===== config.mk =====
export PLATFORM = sky130hd
export DESIGN_NAME = cv32e40p_fetch_fifo_ft
export DESIGN_NICKNAME = d
export VERILOG_FILES = /design/src/rtl/cv32e40p_fetch_fifo_ft.sv
export SDC_FILE = /design/constraint.sdc
export NUM_CORES = 1
export LEC_CHECK = 0
export CAP_MARGIN = 20
export CORE_MARGIN = 2
export CORE_UTILIZATION = 39
export CTS_BUF_LIST = sky130_fd_sc_hd__clkbuf_4
export DETAILED_ROUTE_END_ITERATION = 8
export SLEW_MARGIN = 30
export SYNTH_ARGS = -nofsm -noshare
export SYNTH_HDL_FRONTEND = slang
export SYNTH_SLANG_ARGS = --single-unit

===== constraint.sdc =====
create_clock -name clk -period 3.5 [get_ports clk]
set_input_delay 0.35 -clock clk [delete_from_list [all_inputs] [get_ports clk]]
set_output_delay 0.35 -clock clk [all_outputs]
set_load 0.005 [all_outputs]

===== src/rtl/cv32e40p_fetch_fifo_ft.sv =====
// Prefetch FIFO with triplicated, majority-voted control state (wptr/rptr/cnt), FWFT to the aligner.
// Latency: word pushed at edge N is visible on out_rdata_o after edge N; no same-cycle bypass.
// Backpressure: in_ready_o drops when the voted count reaches DEPTH; a pop in the same cycle does not free a slot.
module cv32e40p_fetch_fifo_ft #(
    parameter int unsigned DEPTH      = 4,
    parameter int unsigned DATA_WIDTH = 32
) (
    input  logic                  clk,
    input  logic                  rst_n,
    input  logic                  in_valid_i,
    input  logic [DATA_WIDTH-1:0] in_rdata_i,
    output logic                  in_ready_o,
    output logic                  out_valid_o,
    output logic [DATA_WIDTH-1:0] out_rdata_o,
    input  logic                  out_ready_i,
    input  logic                  flush_i,
    input  logic [2:0]            inject_i,
    output logic                  err_detected_o,
    output logic                  err_corrected_o
);
    localparam int unsigned AW = $clog2(DEPTH);
    localparam int unsigned CW = AW + 1;

    logic [DATA_WIDTH-1:0] mem_q  [DEPTH];
    logic [AW-1:0]         wptr_q [3];
    logic [AW-1:0]         rptr_q [3];
    logic [CW-1:0]         cnt_q  [3];

    logic [AW-1:0] v_wptr, v_rptr, wptr_d, rptr_d;
    logic [CW-1:0] v_cnt, cnt_d;
    logic          not_full, not_empty, push, pop, push_eff, uncorrectable, clear;
    logic          diff_w, diff_r, diff_c, pair_w, pair_r, pair_c;

    assign v_wptr = (wptr_q[0] & wptr_q[1]) | (wptr_q[0] & wptr_q[2]) | (wptr_q[1] & wptr_q[2]);
    assign v_rptr = (rptr_q[0] & rptr_q[1]) | (rptr_q[0] & rptr_q[2]) | (rptr_q[1] & rptr_q[2]);
    assign v_cnt  = (cnt_q[0] & cnt_q[1])   | (cnt_q[0] & cnt_q[2])   | (cnt_q[1] & cnt_q[2]);

    assign diff_w = !((wptr_q[0] == wptr_q[1]) && (wptr_q[1] == wptr_q[2]));
    assign diff_r = !((rptr_q[0] == rptr_q[1]) && (rptr_q[1] == rptr_q[2]));
    assign diff_c = !((cnt_q[0] == cnt_q[1]) && (cnt_q[1] == cnt_q[2]));
    assign pair_w = (wptr_q[0] == wptr_q[1]) || (wptr_q[0] == wptr_q[2]) || (wptr_q[1] == wptr_q[2]);
    assign pair_r = (rptr_q[0] == rptr_q[1]) || (rptr_q[0] == rptr_q[2]) || (rptr_q[1] == rptr_q[2]);
    assign pair_c = (cnt_q[0] == cnt_q[1]) || (cnt_q[0] == cnt_q[2]) || (cnt_q[1] == cnt_q[2]);

    assign err_detected_o  = diff_w | diff_r | diff_c;
    assign err_corrected_o = err_detected_o & pair_w & pair_r & pair_c;
    // Three-way disagreement leaves the vote untrustworthy, so the contents are dropped.
    assign uncorrectable   = err_detected_o & ~err_corrected_o;
    assign clear           = flush_i | uncorrectable;

    assign not_full    = (v_cnt != CW'(DEPTH));
    assign not_empty   = (v_cnt != '0);
    assign in_ready_o  = not_full;
    assign out_valid_o = not_empty;
    assign out_rdata_o = mem_q[v_rptr];

    assign push     = in_valid_i & not_full;
    assign pop      = not_empty & out_ready_i;
    assign push_eff = push & ~clear;

    always_comb begin
        wptr_d = v_wptr;
        rptr_d = v_rptr;
        cnt_d  = v_cnt;
        if (clear) begin
            wptr_d = '0;
            rptr_d = '0;
            cnt_d  = '0;
        end else begin
            if (push) wptr_d = v_wptr + AW'(1);
            if (pop)  rptr_d = v_rptr + AW'(1);
            cnt_d = v_cnt + CW'(push) - CW'(pop);
        end
    end

    // All copies reload from the voted next state, scrubbing any single upset.
    always_ff @(posedge clk or negedge rst_n) begin
        if (!rst_n) begin
            for (int k = 0; k < 3; k++) begin
                wptr_q[k] <= '0;
                rptr_q[k] <= '0;
                cnt_q[k]  <= '0;
            end
        end else begin
            for (int k = 0; k < 3; k++) begin
                wptr_q[k] <= wptr_d;
                rptr_q[k] <= rptr_d;
                cnt_q[k]  <= cnt_d ^ (CW'(inject_i[k]) << k);
            end
        end
    end

    always_ff @(posedge clk or negedge rst_n) begin
        if (!rst_n) begin
            for (int i = 0; i < int'(DEPTH); i++) mem_q[i] <= '0;
        end else if (push_eff) begin
            mem_q[v_wptr] <= in_rdata_i;
        end
    end
endmodule


==> results of run 1 <==
[power by group through the flow]
stage,sequential [mW],combinational [mW],clock (mW)
floorplan,2.44,1.89,0
global placement,2.51,2.76,0
detailed placement,2.54,2.81,0
CTS,2.52,2.82,1.04
global route,2.61,3.01,1.11
finish,2.53,2.78,1.01
[metal layers]
metal | vias up | GRT usage | wire [um]
li1 | 1542 | - | -
met2 | 52 | 0.259 | 6590
met4 | 0 | 0.0451 | 127
met1 | 1858 | 0.218 | 6160
met5 | - | 0 | 0
met3 | 7 | 0.0423 | 460
[cells by family after synthesis]
family	after synthesis	synth area share
AOI/OAI and AO/OA	8	0.00951
xor gates and xnor gates	7	0.00913
adders and majority gates	10	0.0198
buffers and inverters	27	0.0293
DFF	138	0.514
muxes	162	0.392
and+or+nand+nor	22	0.0255
[worst max-delay path: cells and delay by family, from the launching register on]
kind                     cells  cell delay (ns)
AO/OA/AOI/OAI                1             0.17
XOR/XNOR                     1             0.16
adder cells (fa/ha/maj)      4             0.99
buffers and inverters        3             0.15
flip-flops                   1             0.42
AND/OR/NAND/NOR              4             1.26
[per-stage QoR]
stage | hold WS (ns) | instance area, um2 | power [mW] | utilization | worst slack [ns]
finish | 0.412 | 7950 | 6.31 | 0.476 | 0.282
global route | 0.374 | 7950 | 6.73 | 0.476 | 0.0291
CTS | 0.358 | 7940 | 6.39 | 0.475 | 0.0633
detailed placement | 0.489 | 7660 | 5.35 | 0.459 | 0.0979
global placement | 0.482 | 7660 | 5.27 | 0.459 | 0.160
floorplan | 0.0544 | 6710 | 4.32 | - | 0.283
[registers in the layout (all words and copies together) (netlist names)]
signal	flops
mem_q	128
cnt_q	6
rptr_q	2
wptr_q	2
[area by class of cell]
type                    count  share of cell area
clock buffers              22              0.0208
diodes                      1            0.000315
flip-flops and latches    138               0.434
inverters                   6             0.00283
clock inverters             9              0.0126
well taps                 220              0.0346
multi-input cells         209               0.386
repair buffers             87               0.108
[repair_timing]
action / CTS / global route
endpoints found under the hold margin: 44 / 0
endpoints found under the setup margin: 0 / 2
setup buffers: 0 / 0
resized for setup: 0 / 3
hold buffers: 1 / 0
[worst max path at each step]
stage,from,endpoint,slack (ns),cells after the start
floorplan,cnt_q[0]$_DFF_PN0_,cnt_q[2]$_DFF_PN0_,0.28,13
global route,cnt_q[0]$_DFF_PN0_,cnt_q[2]$_DFF_PN0_,0.03,13
global placement,cnt_q[0]$_DFF_PN0_,cnt_q[2]$_DFF_PN0_,0.16,13
CTS,cnt_q[0]$_DFF_PN0_,cnt_q[2]$_DFF_PN0_,0.06,13
detailed placement,cnt_q[0]$_DFF_PN0_,cnt_q[2]$_DFF_PN0_,0.1,13
finish,cnt_q[0]$_DFF_PN0_,cnt_q[2]$_DFF_PN0_,0.28,13
[cells in the mapped netlist (all sizes together), types with 2 or more instances]
library cell	count	area (um2)
a21oi	2	10.0
or3	2	12.5
buf	16	155
nand3	4	70.1
dfrtp	138	3450
mux2	129	1900
mux4	32	721
inv	6	22.5
o21ai	2	10.0
clkbuf	5	18.8
xor2	6	52.6
nor2	6	22.5
ha	9	113
or2	3	18.8
==> run_results.csv, run 1 <==
group,metric,value,unit
outcome,status,"finished clean",
floorplanning,die_height,135,um
global_routing,grt_max_degree,113,
floorplanning,die_w,135,um
final_layout,final_cell_mix,"dfrtp_1, mux2_4, clkdlybuf4s50_1, mux4_2, clkbuf_4",
critical_path,worstPathRequired,3.93,ns
floorplanning,die_area,0.0183,mm2
sta,setup_viol,0,
pwr,swShare,0.278,
drt,drt_iter0_markers,178,
critical_path,rrSetupSlack,0.28,ns
worst_hold_path,hp-class,"primary input to flip-flop",
floorplanning,initial_core_util,0.402,
critical_path,cp_cell_sequence,"ha_1, or4_1, o21ai_2, inv_1, ha_1, inv_1, ha_1, inv_1, fa_1, or3_1, and3_1, nor3_2, xor2_1",
final_layout,n_fill_cell,1465,
flow_run,max-cap-violations,0,
final_layout,finalNonFillerCells,692,
sta,final.setup_skew,0.0193,ns
worst_hold_path,whs_endpoint,"cnt_q[2]$_DFF_PN0_",
worst_hold_path,holdPathStages,2,
global_routing,grt_pass1_vias,3947,
final_layout,drive_gt1_frac,0.454,
critical_path,worstSetupEndpointType,"flip-flop",
critical_path,criticalPathCategory,"flip-flop to flip-flop",
critical_path,cp-start-kind,"flip-flop",
sta,min_period,3.22,ns
drt,routed-via-count,3459,
synth,yosysWarningCount,0,
final_layout,final_common_cell,"dfrtp_1",
synth,synth_seq_area_share,0.514,
placed_design,place.gp.congestion,0.692,
synth,syn_area,0.00671,mm2
critical_path,crit_fanout,4,
synth,async_flop_share,1.00,
synth,avgSynthCellArea,17.9,um2
final_layout,multi_input_area,0.00307,mm2
placed_design,place_inst,659,
worst_hold_path,holdCritStartpoint,"inject_i[2]",
critical_path,worst_r2r_startpoint,"cnt_q[0]$_DFF_PN0_",
floorplanning,core-area,0.0167,mm2
sta,report.final.slew_viol_count,0,
cts,clockBufferDepth,2,
cts,cts.clk_slew.worst_paths,0.10,ns
final_layout,fin_nets,509,
cts,cts_root_buffer,"clkbuf_4",
floorplanning,io_pins,76,
floorplanning,num_rows,47,
cts,htree_levels,4,
placed_design,dp_hpwl,8.17,mm
global_routing,antenna_found_initial,1,
synth,ys_ff_latch,138,
sta,max_freq,0.311,GHz
critical_path,worstPathArrival,3.65,ns
global_routing,track_usage,0.162,
pwr,p_switching,1.76,mW
pwr,p_comb_frac,0.440,
cts,clock_latency,0.52,ns
drt,drt_wl_total,13.3,mm
critical_path,ff2ff_path_depth,13,
drt,drc_errors,0,
critical_path,cp_slowest_stage_delay,0.57,ns
placed_design,portBuffers,75,
synth,syn_nets,424,
drt,avgRoutedWirePerCell,19.3,um
pwr,pwr-share-seq,0.400,
critical_path,r2r_end,"cnt_q[2]$_DFF_PN0_",
pwr,p_leak,3.87,nW
sta,hold_viol_final,0,
critical_path,crit_slowest_cell,"or4_1",
sta,period_share,0.919,
drt,routed_via_density,5.00,
synth,synthCells,374,
sta,rsz0062_at_grt,"false",
sta,slew_headroom,0.432,
global_routing,grt_overflow,0,
final_layout,seqCellArea,0.00346,mm2
pwr,p_int,4.56,mW
synth,synth_cell_types,31,
synth,synth_edf_count,0,
synth,ys.flop_type,"dfrtp_1",
pwr,irDropWorstVdd,348,uV
cts,cts_tree,"done",
sta,worst_pin_slew,0.853,ns
cts,clock_sinks,138,
sta,fin_tns_setup,0,ns
final_layout,area_growth,18.5,%
drt,final_antenna_net_count,0,
cts,cts_buffers,17,
pwr,powerDensity,794,mW/mm2
drt,firstDrtPassIters,4,
pwr,clock_power_share,0.159,
global_routing,grt_pass1_wl,22.4,mm
Note: power is estimated with default switching activity, not from simulation.
==> run 2: changes to the inputs <==
--- a/config.mk
+++ b/config.mk
@@ -10,6 +10,7 @@
 export CORE_UTILIZATION = 39
 export CTS_BUF_LIST = sky130_fd_sc_hd__clkbuf_4
 export DETAILED_ROUTE_END_ITERATION = 8
+export RECOVER_POWER = 50
 export SLEW_MARGIN = 30
 export SYNTH_ARGS = -nofsm -noshare
 export SYNTH_HDL_FRONTEND = slang
==> constraint.sdc (replaced) <==
create_clock -name clk -period 4.15 [get_ports clk]
set_input_delay 0.415 -clock clk [delete_from_list [all_inputs] [get_ports clk]]
set_output_delay 0.415 -clock clk [all_outputs]
set_load 0.005 [all_outputs]
==> run 2 against run 1 <==
Hold slack better by 0.040 ns; critical path type unchanged; clock skew is 0.0071 ns lower; fmax is 7.7% lower; die area stayed put; via count is 1.5% lower; the run now ends with max-capacitance violations, max-slew violations left; sequential power is 14% lower; global-route usage is 0.40 points lower; critical endpoint unchanged; clock power hardly changed.
==> run_results.csv, run 2 (synthesized netlist as in run 1, its figures left out) <==
group,metric,value,unit
cts,clockBufferDepth,2,
floorplanning,initial_core_util,0.402,
critical_path,cp_cell_sequence,"ha_1, nor4_1, a21boi_4, inv_1, ha_1, inv_1, ha_1, inv_1, fa_1, or3_1, and3_1, nor3_1, xor2_1",
outcome,violations,"max-capacitance violations, max-slew violations",
outcome,status,"finished with violations",
flow_run,max-cap-violations,1,
final_layout,largest-register,"mem_q",
drt,drt_iter0_markers,121,
cts,cts_buffers,17,
drt,routed_via_density,4.97,
drt,firstDrtPassIters,4,
critical_path,crit_slowest_cell,"nor4_1",
critical_path,criticalPathCategory,"flip-flop to flip-flop",
sta,setup_viol,0,
final_layout,seqCellArea,0.00346,mm2
critical_path,worstSetupEndpointType,"flip-flop",
cts,clock_latency,0.53,ns
placed_design,place_ws,0.709,ns
drt,final_antenna_net_count,0,
critical_path,crit_fanout,7,
sta,min_period,3.49,ns
sta,final.setup_skew,0.0121,ns
final_layout,final_common_cell,"dfrtp_1",
sta,rsz0062_at_grt,"false",
final_layout,fin_util,0.474,
sta,setup_ws,0.664,ns
drt,routed-via-count,3406,
placed_design,portBuffers,75,
pwr,irDropWorstVdd,312,uV
final_layout,largest_registers,"mem_q x128, cnt_q x6",
cts,htree_levels,4,
critical_path,cp-start-kind,"flip-flop",
final_layout,n_fill_cell,1465,
critical_path,cp_slowest_stage_delay,0.68,ns
final_layout,area_growth,17.9,%
placed_design,place.gp.congestion,0.712,
drt,avgRoutedWirePerCell,19.1,um
final_layout,largest_reg_flops,128,
floorplanning,io_pins,76,
critical_path,worstPathArrival,3.94,ns
global_routing,grt_overflow,0,
sta,fin_tns_setup,0,ns
pwr,powerDensity,690,mW/mm2
pwr,p_leak,3.84,nW
worst_hold_path,hp-class,"primary input to flip-flop",
cts,clock_sinks,138,
global_routing,grt_max_degree,110,
critical_path,critPathTopFamily,"simple AND/OR/NAND/NOR gates",
floorplanning,core-area,0.0167,mm2
cts,postCtsSetupBuffers,0,
sta,report.final.slew_viol_count,47,
floorplanning,die_w,135,um
sta,slew_headroom,-0.771,
cts,cts.clk_slew.worst_paths,0.11,ns
sta,worst_pin_slew,2.66,ns
drt,drc_errors,0,
sta,hold_viol_final,0,
sta,max_freq,0.287,GHz
final_layout,final_cell_mix,"dfrtp_1, mux2_4, clkdlybuf4s50_1, mux4_2, clkbuf_4",
final_layout,multi_input_area,0.00302,mm2
cts,cts_tree,"done",
global_routing,track_usage,0.157,
cts,cts_root_buffer,"clkbuf_4",
placed_design,dp_hpwl,7.56,mm
floorplanning,num_rows,47,
global_routing,antenna_found_initial,1,
drt,drt_wl_total,13.1,mm
final_layout,drive_gt1_frac,0.422,
critical_path,worstPathRequired,4.60,ns
global_routing,grt_pass1_vias,3951,
floorplanning,die_area,0.0183,mm2
critical_path,cp_num_buf_inv,3,
floorplanning,die_height,135,um
final_layout,fin_nets,502,
pwr,power.total,5.46,mW
sta,period_share,0.840,
global_routing,grt_pass1_wl,21.8,mm
==> run 2: changes by cell type in the layout (fill, tap and decap cells not counted), moves of 3 or more <==
cell	change
mux2_4	-8
bufinv_16	+3
mux2_1	+8
dlygate4sd3_1	+3
clkdlybuf4s50_1	-3
clkbuf_4	-5
buf_4	-8
clkinv_2	+3
==> run 2: repair_timing <==
action,in CTS,in global routing
resized for setup,0,0
hold buffers,0,1
hold endpoints to repair,0,45
==> run 2: metrics by stage <==
step / instances / area [um2] / hold slack, ns
after global placement: 651 / 7590 / 0.483
final: 686 / 7910 / 0.453
after detailed placement: 651 / 7590 / 0.488
after floorplan: 374 / 6710 / 0.119
after CTS: 683 / 7920 / 0.0167
after global routing: 686 / 7910 / 0.393
==> run 2: worst paths after layout <==
check	start	end	slack [ns]	depth (start not counted)
worst min-delay path	inject_i[1]	cnt_q[4]$_DFF_PN0_	0.45	2
worst max-delay path	cnt_q[0]$_DFF_PN0_	cnt_q[2]$_DFF_PN0_	0.66	13
max in group asynchronous	rst_n	mem_q[100]$_DFFE_PN0P_	1.01	3
worst min register to register	mem_q[11]$_DFFE_PN0P_	mem_q[11]$_DFFE_PN0P_	0.51	1
worst max register to register	cnt_q[0]$_DFF_PN0_	cnt_q[2]$_DFF_PN0_	0.66	13
min in group asynchronous	rst_n	mem_q[110]$_DFFE_PN0P_	1.24	2
==> run 2: layout make-up <==
type                            count  share of cell area
Timing Repair Buffer               80               0.101
Clock inverter                     15              0.0259
Antenna cell                        1            0.000316
Inverter                            6             0.00285
Clock buffer                       17              0.0161
Multi-Input combinational cell    209               0.382
Tap cell                          220              0.0348
Sequential cell                   138               0.437
==> run 2: report_power, final <==
group	switching [mW]	total [mW]	internal, mW	leakage [nW]
logic	0.674	2.26	1.59	1.86
clock network	0.494	1.02	0.529	0.174
registers	0.322	2.17	1.85	1.81
==> run 2: per-layer routing <==
metal,GRT usage,part of all wire
met1,0.211,0.46
met2,0.250,0.48
met3,0.0453,0.043
met4,0.0480,0.013
met5,0,0
==> run 2: worst register-to-register path, cell delays in order, from the launching register on <==
cell and delay (ns):
dfrtp_1 0.42, ha_1 0.22, nor4_1 0.68, a21boi_4 0.24, inv_1 0.10, ha_1 0.23
inv_1 0.06, ha_1 0.13, inv_1 0.04, fa_1 0.36, or3_1 0.33, and3_1 0.18
nor3_1 0.25, xor2_1 0.17
